### src/rtl/load_store_unit.sv
// MEM-stage load/store unit: turns a load/store in MEM into one word-aligned
// bus transfer with a variable-latency req/ack handshake and stalls the pipe until it ends.
module load_store_unit #(
  parameter int TIMEOUT = 64
) (
  input  logic        clk,
  input  logic        rst,
  input  logic        MemReadM,
  input  logic        MemWriteM,
  input  logic [2:0]  funct3M,
  input  logic [31:0] ALUResultM,
  input  logic [31:0] WriteDataM,
  output logic [31:0] ReadData,
  output logic        StallM,
  output logic        MisalignM,
  output logic        BusErrM,
  output logic        mem_req,
  output logic        mem_we,
  output logic [31:0] mem_addr,
  output logic [31:0] mem_wdata,
  output logic [3:0]  mem_be,
  input  logic [31:0] mem_rdata,
  input  logic        mem_ack
);

  localparam logic [1:0] S_IDLE = 2'd0;
  localparam logic [1:0] S_WAIT = 2'd1;
  localparam logic [1:0] S_DONE = 2'd2;
  localparam logic [7:0] TO_LIMIT = 8'(TIMEOUT);

  logic [1:0]  state_q, state_d;
  logic [7:0]  cnt_q, cnt_d;
  logic [31:0] rd_q, rd_d;
  logic        req_q, req_d;
  logic        we_q, we_d;
  logic [31:0] addr_q, addr_d;
  logic [31:0] wdata_q, wdata_d;
  logic [3:0]  be_q, be_d;
  logic        berr_q, berr_d;
  logic [2:0]  fn3_q, fn3_d;
  logic [1:0]  off_q, off_d;

  logic        ld_code, st_code, aligned, access, legal;
  logic [3:0]  st_be;
  logic [31:0] st_wdata, lane, ld_fmt;
  logic        is_idle;

  // Size/sign decode and natural-alignment check of the incoming access.
  always_comb begin
    ld_code = 1'b0;
    st_code = 1'b0;
    aligned = 1'b0;
    case (funct3M)
      3'b000: begin ld_code = 1'b1; st_code = 1'b1; aligned = 1'b1; end
      3'b001: begin ld_code = 1'b1; st_code = 1'b1; aligned = ~ALUResultM[0]; end
      3'b010: begin ld_code = 1'b1; st_code = 1'b1; aligned = ~|ALUResultM[1:0]; end
      3'b100: begin ld_code = 1'b1; aligned = 1'b1; end
      3'b101: begin ld_code = 1'b1; aligned = ~ALUResultM[0]; end
      default: ;
    endcase
  end

  assign access    = MemReadM | MemWriteM;
  assign legal     = (MemReadM ^ MemWriteM) & (MemReadM ? ld_code : st_code) & aligned;
  assign is_idle   = (state_q == S_IDLE);
  assign MisalignM = is_idle & access & ~legal;
  assign StallM    = (is_idle & legal) | (state_q == S_WAIT);

  always_comb begin
    st_be    = 4'b1111;
    st_wdata = WriteDataM;
    case (funct3M[1:0])
      2'b00: begin st_be = 4'b0001 << ALUResultM[1:0]; st_wdata = {4{WriteDataM[7:0]}}; end
      2'b01: begin st_be = 4'b0011 << ALUResultM[1:0]; st_wdata = {2{WriteDataM[15:0]}}; end
      default: ;
    endcase
  end

  // Lane select uses the offset captured at issue, since the bus returns whole words.
  always_comb begin
    lane = mem_rdata >> {off_q, 3'b000};
    case (fn3_q)
      3'b000:  ld_fmt = {{24{lane[7]}}, lane[7:0]};
      3'b001:  ld_fmt = {{16{lane[15]}}, lane[15:0]};
      3'b100:  ld_fmt = {24'd0, lane[7:0]};
      3'b101:  ld_fmt = {16'd0, lane[15:0]};
      default: ld_fmt = mem_rdata;
    endcase
  end

  always_comb begin
    state_d = state_q;
    cnt_d   = cnt_q;
    rd_d    = rd_q;
    req_d   = req_q;
    we_d    = we_q;
    addr_d  = addr_q;
    wdata_d = wdata_q;
    be_d    = be_q;
    berr_d  = 1'b0;
    fn3_d   = fn3_q;
    off_d   = off_q;
    case (state_q)
      S_IDLE: begin
        if (legal) begin
          state_d = S_WAIT;
          cnt_d   = 8'd0;
          req_d   = 1'b1;
          we_d    = MemWriteM;
          addr_d  = {ALUResultM[31:2], 2'b00};
          wdata_d = MemWriteM ? st_wdata : 32'd0;
          be_d    = MemWriteM ? st_be : 4'b1111;
          fn3_d   = funct3M;
          off_d   = ALUResultM[1:0];
        end else if (access) begin
          rd_d = 32'd0;
        end
      end
      S_WAIT: begin
        if (mem_ack) begin
          state_d = S_DONE;
          req_d   = 1'b0;
          if (!we_q) rd_d = ld_fmt;
        end else begin
          cnt_d = cnt_q + 8'd1;
          // Counter reaches the limit on this edge: abandon the transfer.
          if (cnt_q + 8'd1 == TO_LIMIT) begin
            state_d = S_DONE;
            req_d   = 1'b0;
            rd_d    = 32'd0;
            berr_d  = 1'b1;
          end
        end
      end
      S_DONE:  state_d = S_IDLE;
      default: state_d = S_IDLE;
    endcase
  end

  always_ff @(posedge clk or negedge rst) begin
    if (!rst) begin
      state_q <= S_IDLE;
      cnt_q   <= 8'd0;
      rd_q    <= 32'd0;
      req_q   <= 1'b0;
      we_q    <= 1'b0;
      addr_q  <= 32'd0;
      wdata_q <= 32'd0;
      be_q    <= 4'd0;
      berr_q  <= 1'b0;
      fn3_q   <= 3'd0;
      off_q   <= 2'd0;
    end else begin
      state_q <= state_d;
      cnt_q   <= cnt_d;
      rd_q    <= rd_d;
      req_q   <= req_d;
      we_q    <= we_d;
      addr_q  <= addr_d;
      wdata_q <= wdata_d;
      be_q    <= be_d;
      berr_q  <= berr_d;
      fn3_q   <= fn3_d;
      off_q   <= off_d;
    end
  end

  assign ReadData  = rd_q;
  assign BusErrM   = berr_q;
  assign mem_req   = req_q;
  assign mem_we    = we_q;
  assign mem_addr  = addr_q;
  assign mem_wdata = wdata_q;
  assign mem_be    = be_q;

endmodule

### config.mk
export PLATFORM = sky130hd
export DESIGN_NAME = load_store_unit
export DESIGN_NICKNAME = d
export VERILOG_FILES = /design/src/rtl/load_store_unit.sv
export SDC_FILE = /design/constraint.sdc
export NUM_CORES = 1
export LEC_CHECK = 0
export BUFFER_PORTS_ARGS = -buffer_cell sky130_fd_sc_hd__buf_2
export CORE_UTILIZATION = 46
export CTS_CLUSTER_DIAMETER = 200
export DETAILED_ROUTE_END_ITERATION = 6
export HOLD_SLACK_MARGIN = 0.02
export PLACE_DENSITY = 0.77
export SYNTH_ARGS = -nofsm -noshare
export SYNTH_HDL_FRONTEND = slang
export SYNTH_SLANG_ARGS = --single-unit
### constraint.sdc
create_clock -name clk -period 2 [get_ports clk]
set_input_delay 0.2 -clock clk [delete_from_list [all_inputs] [get_ports clk]]
set_output_delay 0.2 -clock clk [all_outputs]
set_load 0.02 [all_outputs]
==> impl_metrics.ini, run 1 <==
[sta]
fin_skew_ns = 0.00907
rsz0062_at_grt = true
period_minus_slack_ns = 1.93
maxSlewHeadroom = 0.594
finalHoldViolCount = 0
fmax_ghz = 0.517
finalCritPeriodShare = 0.967
drv_slew = 0
setup_ws_ns = 0.0651
tightest_slew_ns = 0.609
setup_viol = 0

[global_route]
grt_pass1_vias = 5391
grtUsageTotal = 0.265
overflow = 0
grt_pass1_wl_um = 27200
antenna_found_initial = 0
grt_max_degree = 66

[setup_path]
cpMostUsedCell = o211ai_1
rr_worst_depth = 5
crit_start = off_q[1]
timing.rr.start = off_q[1]
crit_required_ns = 2.27
r2r_slack_ns = 0.07
worstSetupStartpointType = flip-flop
critPathMaxFanout = 16
r2r-end = ReadData[23]
cp-endpoint = ReadData[23]
path_class = reg2reg
critPathBufInv = 0
crit_slowest_cell = mux4_2
crit_family = compound AO/OA/AOI/OAI gates
worstPathArrival_ns = 2.21
crit_cells = 5
path_cells = mux4_2 > nor4b_4 > a311o_4 > o211ai_1 > o211ai_1
slowest_delay_ns = 0.52
critPathCaptureType = flip-flop

[power_and_ir_drop]
p_int_mw = 6.01
leakagePower_nw = 3.94
ir_worst_vdd_mv = 0.792
power.density_nw_per_um2 = 1160
swShare = 0.363
switchingPower_mw = 3.43
p_clk_frac = 0.293
combPwrFrac = 0.350
p_seq_frac = 0.357

[clocking]
cts_tree = built
cts_num_sinks = 116
post-cts-setup-buffers = 0
clockBufferDepth = 2
clkTransAtPathRegs_ns = 0.05
h-tree-depth = 4
cts_made_buffers = 17
clock_latency_ns = 0.41
cts_resized = 0
cts_root_buf = clkbuf_16

[yosys]
yosysWarnings = 0
synth-edff-count = 0
synth_compound_area_frac = 0.225
synth_fa_ha_area_frac = 0.00629
synth_top_area_frac = 0.486
synth_top_area_cell = dfrtp_1
synth.area.top_cells = dfrtp_1, nand2_1, mux2_2, mux2i_1, o211ai_1
synth_cells = 596
ys_seq_area_frac = 0.486
syn_avg_cell_area_um2 = 10.0
synthDistinctLibCells = 50
ys.flop_type = dfrtp_1
synth-simple-area-share = 0.114
synth_top_family_by_area = compound AO/OA/AOI/OAI gates
synth.top_cells.by_count = dfrtp_1, nand2_1, o21ai_0
muxShareOfSynthArea = 0.125
synthArstFlopShare = 1.00
syn-cell-area_um2 = 5970
synth_xor_area_frac = 0
yosysMostFrequentCell = dfrtp_1
ys_ff_latch = 116

[floorplanning]
initial_core_util = 0.473
dieWidth_um = 116
io_pins = 209
die_height_um = 116
rows = 41
fp.dieArea_um2 = 13400
core-area_um2 = 12600

[finish]
regArea_um2 = 2900
multi_input_area_um2 = 2830
fillCellCount = 1037
drive_gt1_frac = 0.376
antenna_cells = 0
area_growth_pct = 36.2
fin_cells = 1012
postLayoutCellArea_um2 = 8130
nets = 936

[placement]
gp_congestion = 0.882
portBuffers = 206
dp.cells = 955
dp_hpwl_um = 12200
dpl_cell_area_um2 = 7320
place_ws_ns = 0.0703

[detailed_routing]
totalWireLength_um = 17100
dr.pass1.iters = 7
routed_via_density = 5.61
wl_per_cell_um = 16.9
drc_errors = 0
vias = 5679
ant_nets = 0
drtIter0Drc = 437

[status]
status = complete, no violations

[min_path]
hp-class = in2reg

[run]
drv_cap = 0
-- layer usage --
metal | wire length [µm] | vias up | track usage | share of wire
met4 | 491 | 0 | 0.122 | 0.029
met5 | 0 | - | 0 | 0
met3 | 1350 | 36 | 0.0690 | 0.079
met1 | 7010 | 2747 | 0.324 | 0.41
met2 | 8290 | 258 | 0.438 | 0.48
li1 | - | 2638 | - | -
-- layout make-up --
cell class	instances	area share
Clock inverter	3	0.00231
Inverter	7	0.00339
Sequential cell	116	0.357
Multi-Input combinational cell	422	0.347
Clock buffer	27	0.0643
Timing Repair Buffer	265	0.199
Tap cell	172	0.0265
-- repair_timing --
item,CTS,global route
hold buffers,27,0
endpoints found under the setup margin,0,19
hold endpoints to repair,142,0
-- logic make-up (layout without fill, tap and decap cells) --
group | count (synthesis) | count (layout)
flip-flops | 116 | 116
AO/OA/AOI/OAI | 197 | 197
buffers and inverters | 59 | 302
multiplexers | 69 | 69
adder cells (fa/ha/maj) | 3 | 3
AND/OR/NAND/NOR | 151 | 151
other | 1 | 2
-- cells in the final DEF, fill, tap and decap left out, types with 2 or more instances in the layout --
master,netlist,routed
nand2b_1,3,3
o221ai_1,7,7
buf_4,2,27
dlygate4sd3_1,0,27
buf_2,13,205
and3_1,3,3
nand4b_1,2,2
nand3_1,5,5
dfrtp_1,116,116
a21oi_1,21,21
nor2_1,18,18
mux2_2,33,33
inv_1,4,4
conb_1,1,2
o2bb2ai_1,7,7
o211ai_2,10,10
nand2_1,100,100
a22o_1,7,7
o31ai_1,16,16
clkbuf_1,33,4
o211ai_1,46,46
nor4_1,3,3
a31oi_1,4,4
clkbuf_8,0,6
clkinv_2,0,3
nor3_1,2,2
nor2b_1,5,4
buf_12,0,6
clkinv_1,3,2
mux2i_1,35,35
a21o_1,2,2
o21ai_0,69,68
ha_1,3,3
clkbuf_16,0,17
-- power by group through the flow --
stage / Clock, mW / Sequential, mW / Combinational (mW)
6_report: 2.77 / 3.37 / 3.30
5_1_grt: 2.92 / 3.45 / 3.59
4_1_cts: 2.81 / 3.37 / 3.30
3_5_place_dp: 0 / 3.39 / 3.26
3_3_place_gp: 0 / 3.35 / 3.18
2_1_floorplan: 0 / 4.06 / 1.38
-- worst register-to-register path, stage by stage, from the launching register on --
cell      delay (ns)
dfrtp_1         0.37
mux4_2          0.52
nor4b_4         0.16
a311o_4         0.50
o211ai_1        0.14
o211ai_1        0.11
-- sequential cells by signal, summed over array words and instances, names as in the netlist --
register / count
fn3_q: 3
mem_req: 1
BusErrM: 1
cnt_q: 8
mem_we: 1
mem_be: 4
state_q: 2
off_q: 2
mem_wdata: 32
ReadData: 32
mem_addr: 30
-- worst min path at each step --
stage / from / endpoint / slack (ns) / depth (start not counted)
final: ALUResultM[2] / mem_addr[2] / 0.04 / 2
after global routing: ALUResultM[2] / mem_addr[2] / 0.03 / 2
after CTS: ALUResultM[25] / mem_addr[25] / 0.02 / 2
after detailed placement: rst / mem_addr[2] / 0.23 / 2
after global placement: rst / mem_addr[8] / 0.22 / 2
after floorplan: rst / BusErrM / -0.1 / 0
-- through the flow --
| stage | hold WS, ns | total power, mW | utilization | TNS (ns) |
|---|---|---|---|---|
| final | 0.0367 | 9.44 | 0.644 | 0 |
| after global routing | 0.0318 | 9.96 | 0.644 | -0.271 |
| after CTS | 0.0248 | 9.48 | 0.644 | 0 |
| after detailed placement | 0.227 | 6.65 | 0.580 | 0 |
| after global placement | 0.221 | 6.54 | 0.580 | 0 |
| after floorplan | -0.0956 | 5.44 | - | 0 |
Note: power is estimated with default switching activity, not from simulation.
==> run 2: changes to the inputs <==
Settings changed: MAX_ROUTING_LAYER from default to met4.
==> impl_metrics.ini, run 2 (same netlist as run 1, synthesis figures left out) <==
[sta]
setup_viol = 0
maxSlewHeadroom = 0.594
tightest_slew_ns = 0.609
finalSetupTns_ns = 0
fin_skew_ns = 0.00631
finalHoldViolCount = 0
fin_hold_ws_ns = 0.0300
period_minus_slack_ns = 1.92
finalCritPeriodShare = 0.958
fmax_ghz = 0.522
rsz0062_at_grt = true
setup_ws_ns = 0.0837
drv_slew = 0

[finish]
fin_util = 0.653
drive_gt1_frac = 0.378
final_common_cell = buf_2
fillCellCount = 1046
antenna_cells = 0
final_cell_mix = buf_2, dfrtp_1, nand2_1
area_growth_pct = 38.1
nets = 940

[placement]
place_ws_ns = 0.0267
gp_congestion = 0.890
dp_hpwl_um = 12200
portBuffers = 206

[detailed_routing]
drc_errors = 0
vias = 5707
dr.pass1.iters = 4
drtIter0Drc = 361
wl_per_cell_um = 17.4
ant_nets = 0
routed_via_density = 5.61
totalWireLength_um = 17700

[clocking]
clkTransAtPathRegs_ns = 0.05
cts_made_buffers = 17
h-tree-depth = 4
cts_num_sinks = 116
clock_latency_ns = 0.43
cts_resized = 0
clockBufferDepth = 2
cts_tree = built
cts_root_buf = clkbuf_16

[power_and_ir_drop]
ir_worst_vdd_mv = 0.802
total_power_mw = 9.95
leakagePower_nw = 3.98
power.density_nw_per_um2 = 1210

[floorplanning]
io_pins = 209
rows = 41
die_height_um = 116
fp.dieArea_um2 = 13400
initial_core_util = 0.473
dieWidth_um = 116
core-area_um2 = 12600

[global_route]
antenna_found_initial = 0
grt_max_degree = 66
grt_pass1_wl_um = 27600
overflow = 0
grt_pass1_vias = 5445
grtUsageTotal = 0.282

[setup_path]
worstPathArrival_ns = 2.21
critPathMaxFanout = 16
crit_slowest_cell = mux4_2
path_cells = mux4_2 > nor4b_4 > a311o_4 > o211ai_1 > o211ai_1
worstSetupStartpointType = flip-flop
path_class = reg2reg
cpMostUsedCell = o211ai_1
critPathBufInv = 0
crit_required_ns = 2.29
slowest_delay_ns = 0.52
critPathCaptureType = flip-flop
crit_family = compound AO/OA/AOI/OAI gates

[run]
drv_cap = 0

[min_path]
hp-class = in2reg

[status]
status = complete, no violations
## run 2: power by group
part / internal, mW / switching [mW] / leakage [nW]
Sequential: 2.97 / 0.411 / 1.50
Clock: 2.17 / 1.07 / 0.303
Combinational: 1.29 / 2.04 / 2.18
## run 2: worst reg2reg max path, cell delays in order (launching register included)
cell and delay (ns):
dfrtp_1 0.36, mux4_2 0.52, nor4b_4 0.16, a311o_4 0.45, o211ai_1 0.17, o211ai_1 0.12
## run 2: worst paths after layout
kind	from	end	slack (ns)	cells after the start
worst max-delay path	off_q[1]	ReadData[27]	0.08	5
worst min-delay path	ALUResultM[23]	mem_addr[23]	0.03	2
worst max register to register	off_q[1]	ReadData[27]	0.08	5
worst min register to register	mem_be[3]	mem_be[3]	0.47	2
max in group asynchronous	rst	ReadData[29]	0.98	3
min in group asynchronous	rst	mem_addr[3]	0.32	2
## run 2: layout make-up
| cell class | instances | area, µm² | area share |
|---|---|---|---|
| clock buffer | 23 | 478 | 0.0580 |
| clock inverter | 9 | 150 | 0.0182 |
| inverter | 7 | 27.5 | 0.00334 |
| multi-input combinational | 422 | 2830 | 0.343 |
| sequential | 116 | 2900 | 0.352 |
| tap | 172 | 215 | 0.0261 |
| timing repair buffer | 269 | 1640 | 0.199 |
## run 2: what timing repair did
action                                  4_1_cts  5_1_grt
hold buffers                                 29        1
endpoints found under the hold margin        59        1
endpoints found under the setup margin        0       22
setup buffers                                 0        0
## run 2: routing by layer
| layer | up-vias | global-route usage | share of wire |
|---|---|---|---|
| met5 | - | - | 0 |
| met4 | 0 | 0.105 | 0.025 |
| met3 | 37 | 0.0743 | 0.073 |
| met2 | 261 | 0.461 | 0.49 |
| met1 | 2759 | 0.333 | 0.42 |
| li1 | 2650 | - | - |
## run 2: metrics by stage
stage                     instance area, µm²  instances
after CTS                               8230       1017
final                                   8240       1018
after global placement                  7310        956
after detailed placement                7310        956
after floorplan                         5980        597
after global routing                    8240       1018
==> run 3: changes to the inputs <==
Settings changed: CORE_UTILIZATION 46 to 50, PLACE_DENSITY 0.77 to 0.8.
Clock period 2 ns to 2.2 ns, I/O delays scaled along.
==> impl_metrics.ini, run 3 (same netlist as run 1, synthesis figures left out) <==
[clocking]
cts_tree = built
clockBufferDepth = 2
h-tree-depth = 4
cts_root_buf = clkbuf_16
cts_num_sinks = 116
cts_made_buffers = 17
clock_latency_ns = 0.41
clkTransAtPathRegs_ns = 0.06

[sta]
fin_skew_ns = 0.00777
drv_slew = 0
period_minus_slack_ns = 2.06
rsz0062_at_grt = false
fmax_ghz = 0.486
finalSetupTns_ns = 0
maxSlewHeadroom = 0.585
tightest_slew_ns = 0.622
setup_viol = 0
finalCritPeriodShare = 0.934
finalHoldViolCount = 0

[global_route]
grt_pass1_wl_um = 28200
grtUsageTotal = 0.300
antenna_found_initial = 0
grt_max_degree = 81
grt_pass1_vias = 5525
overflow = 0

[power_and_ir_drop]
ir_worst_vdd_mv = 0.777
leakagePower_nw = 3.82
p_int_mw = 5.87
combPwrFrac = 0.326
switchingPower_mw = 3.17
p_clk_frac = 0.335
total_power_mw = 9.04
swShare = 0.351
power.density_nw_per_um2 = 1150
p_seq_frac = 0.339

[floorplanning]
dieWidth_um = 111
rows = 39
fp.dieArea_um2 = 12400
die_height_um = 111
io_pins = 209
initial_core_util = 0.518
core-area_um2 = 11500

[detailed_routing]
dr.pass1.iters = 7
wl_per_cell_um = 18.3
drc_errors = 32
ant_nets = 0
vias = 5535
routed_via_density = 5.84
drtIter0Drc = 444
totalWireLength_um = 17300

[setup_path]
crit_slowest_cell = dfrtp_1
path_class = reg2reg
worstPathArrival_ns = 2.37
r2r_slack_ns = 0.14
path_cells = ha_1 > and3_1 > o211a_1 > nor3_1 > nor3b_4 > buf_12 > o211ai_1
slowest_delay_ns = 0.43
critPathCaptureType = flip-flop
crit_required_ns = 2.51
worstSetupStartpointType = flip-flop
critPathMaxFanout = 35

[finish]
fillCellCount = 893
drive_gt1_frac = 0.384
final_cell_mix = buf_2, dfrtp_1, nand2_1
final_common_cell = buf_2
area_growth_pct = 31.8
nets = 899
antenna_cells = 0

[run]
drv_cap = 0

[status]
status = finished with violations
failed_checks = design-rule violations

[min_path]
hp-class = in2reg

[placement]
portBuffers = 206
dp_hpwl_um = 12400
gp_congestion = 0.938
[run 3: worst paths after layout]
check / end / cells after the start / start
max: ReadData[12] / 7 / cnt_q[0]
min: mem_addr[3] / 2 / ALUResultM[3]
max reg2reg: ReadData[12] / 7 / cnt_q[0]
min reg2reg: mem_wdata[9] / 2 / mem_wdata[9]
max in group asynchronous: mem_addr[22] / 3 / rst
min in group asynchronous: mem_addr[14] / 2 / rst
[run 3: per-stage QoR]
| step | area (µm²) | hold slack [ns] | util | setup slack, ns | std cells |
|---|---|---|---|---|---|
| after floorplan | 5970 | -0.0756 | - | 0.0255 | 597 |
| after global placement | 7200 | 0.196 | 0.625 | 0.261 | 915 |
| after detailed placement | 7200 | 0.204 | 0.625 | 0.176 | 915 |
| after CTS | 7870 | 0.0262 | 0.683 | 0.169 | 948 |
| after global routing | 7870 | 0.0307 | 0.683 | 0.0381 | 948 |
| final | 7870 | 0.0400 | 0.683 | 0.144 | 948 |
[run 3: power by group through the flow]
stage                     registers, mW  logic, mW  clock network [mW]
after floorplan                    3.69       1.25                   0
after global placement             3.04       2.88                   0
after detailed placement           3.08       2.94                   0
after CTS                          3.06       2.95                3.06
after global routing               3.13       3.17                3.18
final                              3.06       2.95                3.02
[run 3: critical path: cells and delay by family, from the launching register on]
kind | cells | cell delay, ns
DFF | 1 | 0.43
adders and majority gates | 1 | 0.26
and+or+nand+nor | 3 | 0.72
buffers and inverters | 1 | 0.19
AOI/OAI and AO/OA | 2 | 0.36
[run 3: what timing repair did]
action,CTS,global route
hold buffers,1,0
endpoints found under the hold margin,27,0
buffers inserted,0,0
gates resized for setup,0,0
[run 3: area by class of cell]
type	instances	area (µm²)	share of cell area
clock buffer	25	515	0.0655
clock inverter	7	141	0.0180
inverter	7	27.5	0.00350
multi-input combinational	422	2830	0.359
sequential	116	2900	0.369
tap	143	179	0.0227
timing repair buffer	228	1280	0.162
[run 3: routing by layer]
layer	vias to the layer above	global-route usage	wire length [µm]
li1	2567	-	-
met3	20	0.0733	1400
met5	-	-	0
met1	2670	0.370	7210
met2	278	0.491	8530
met4	0	0.0847	215
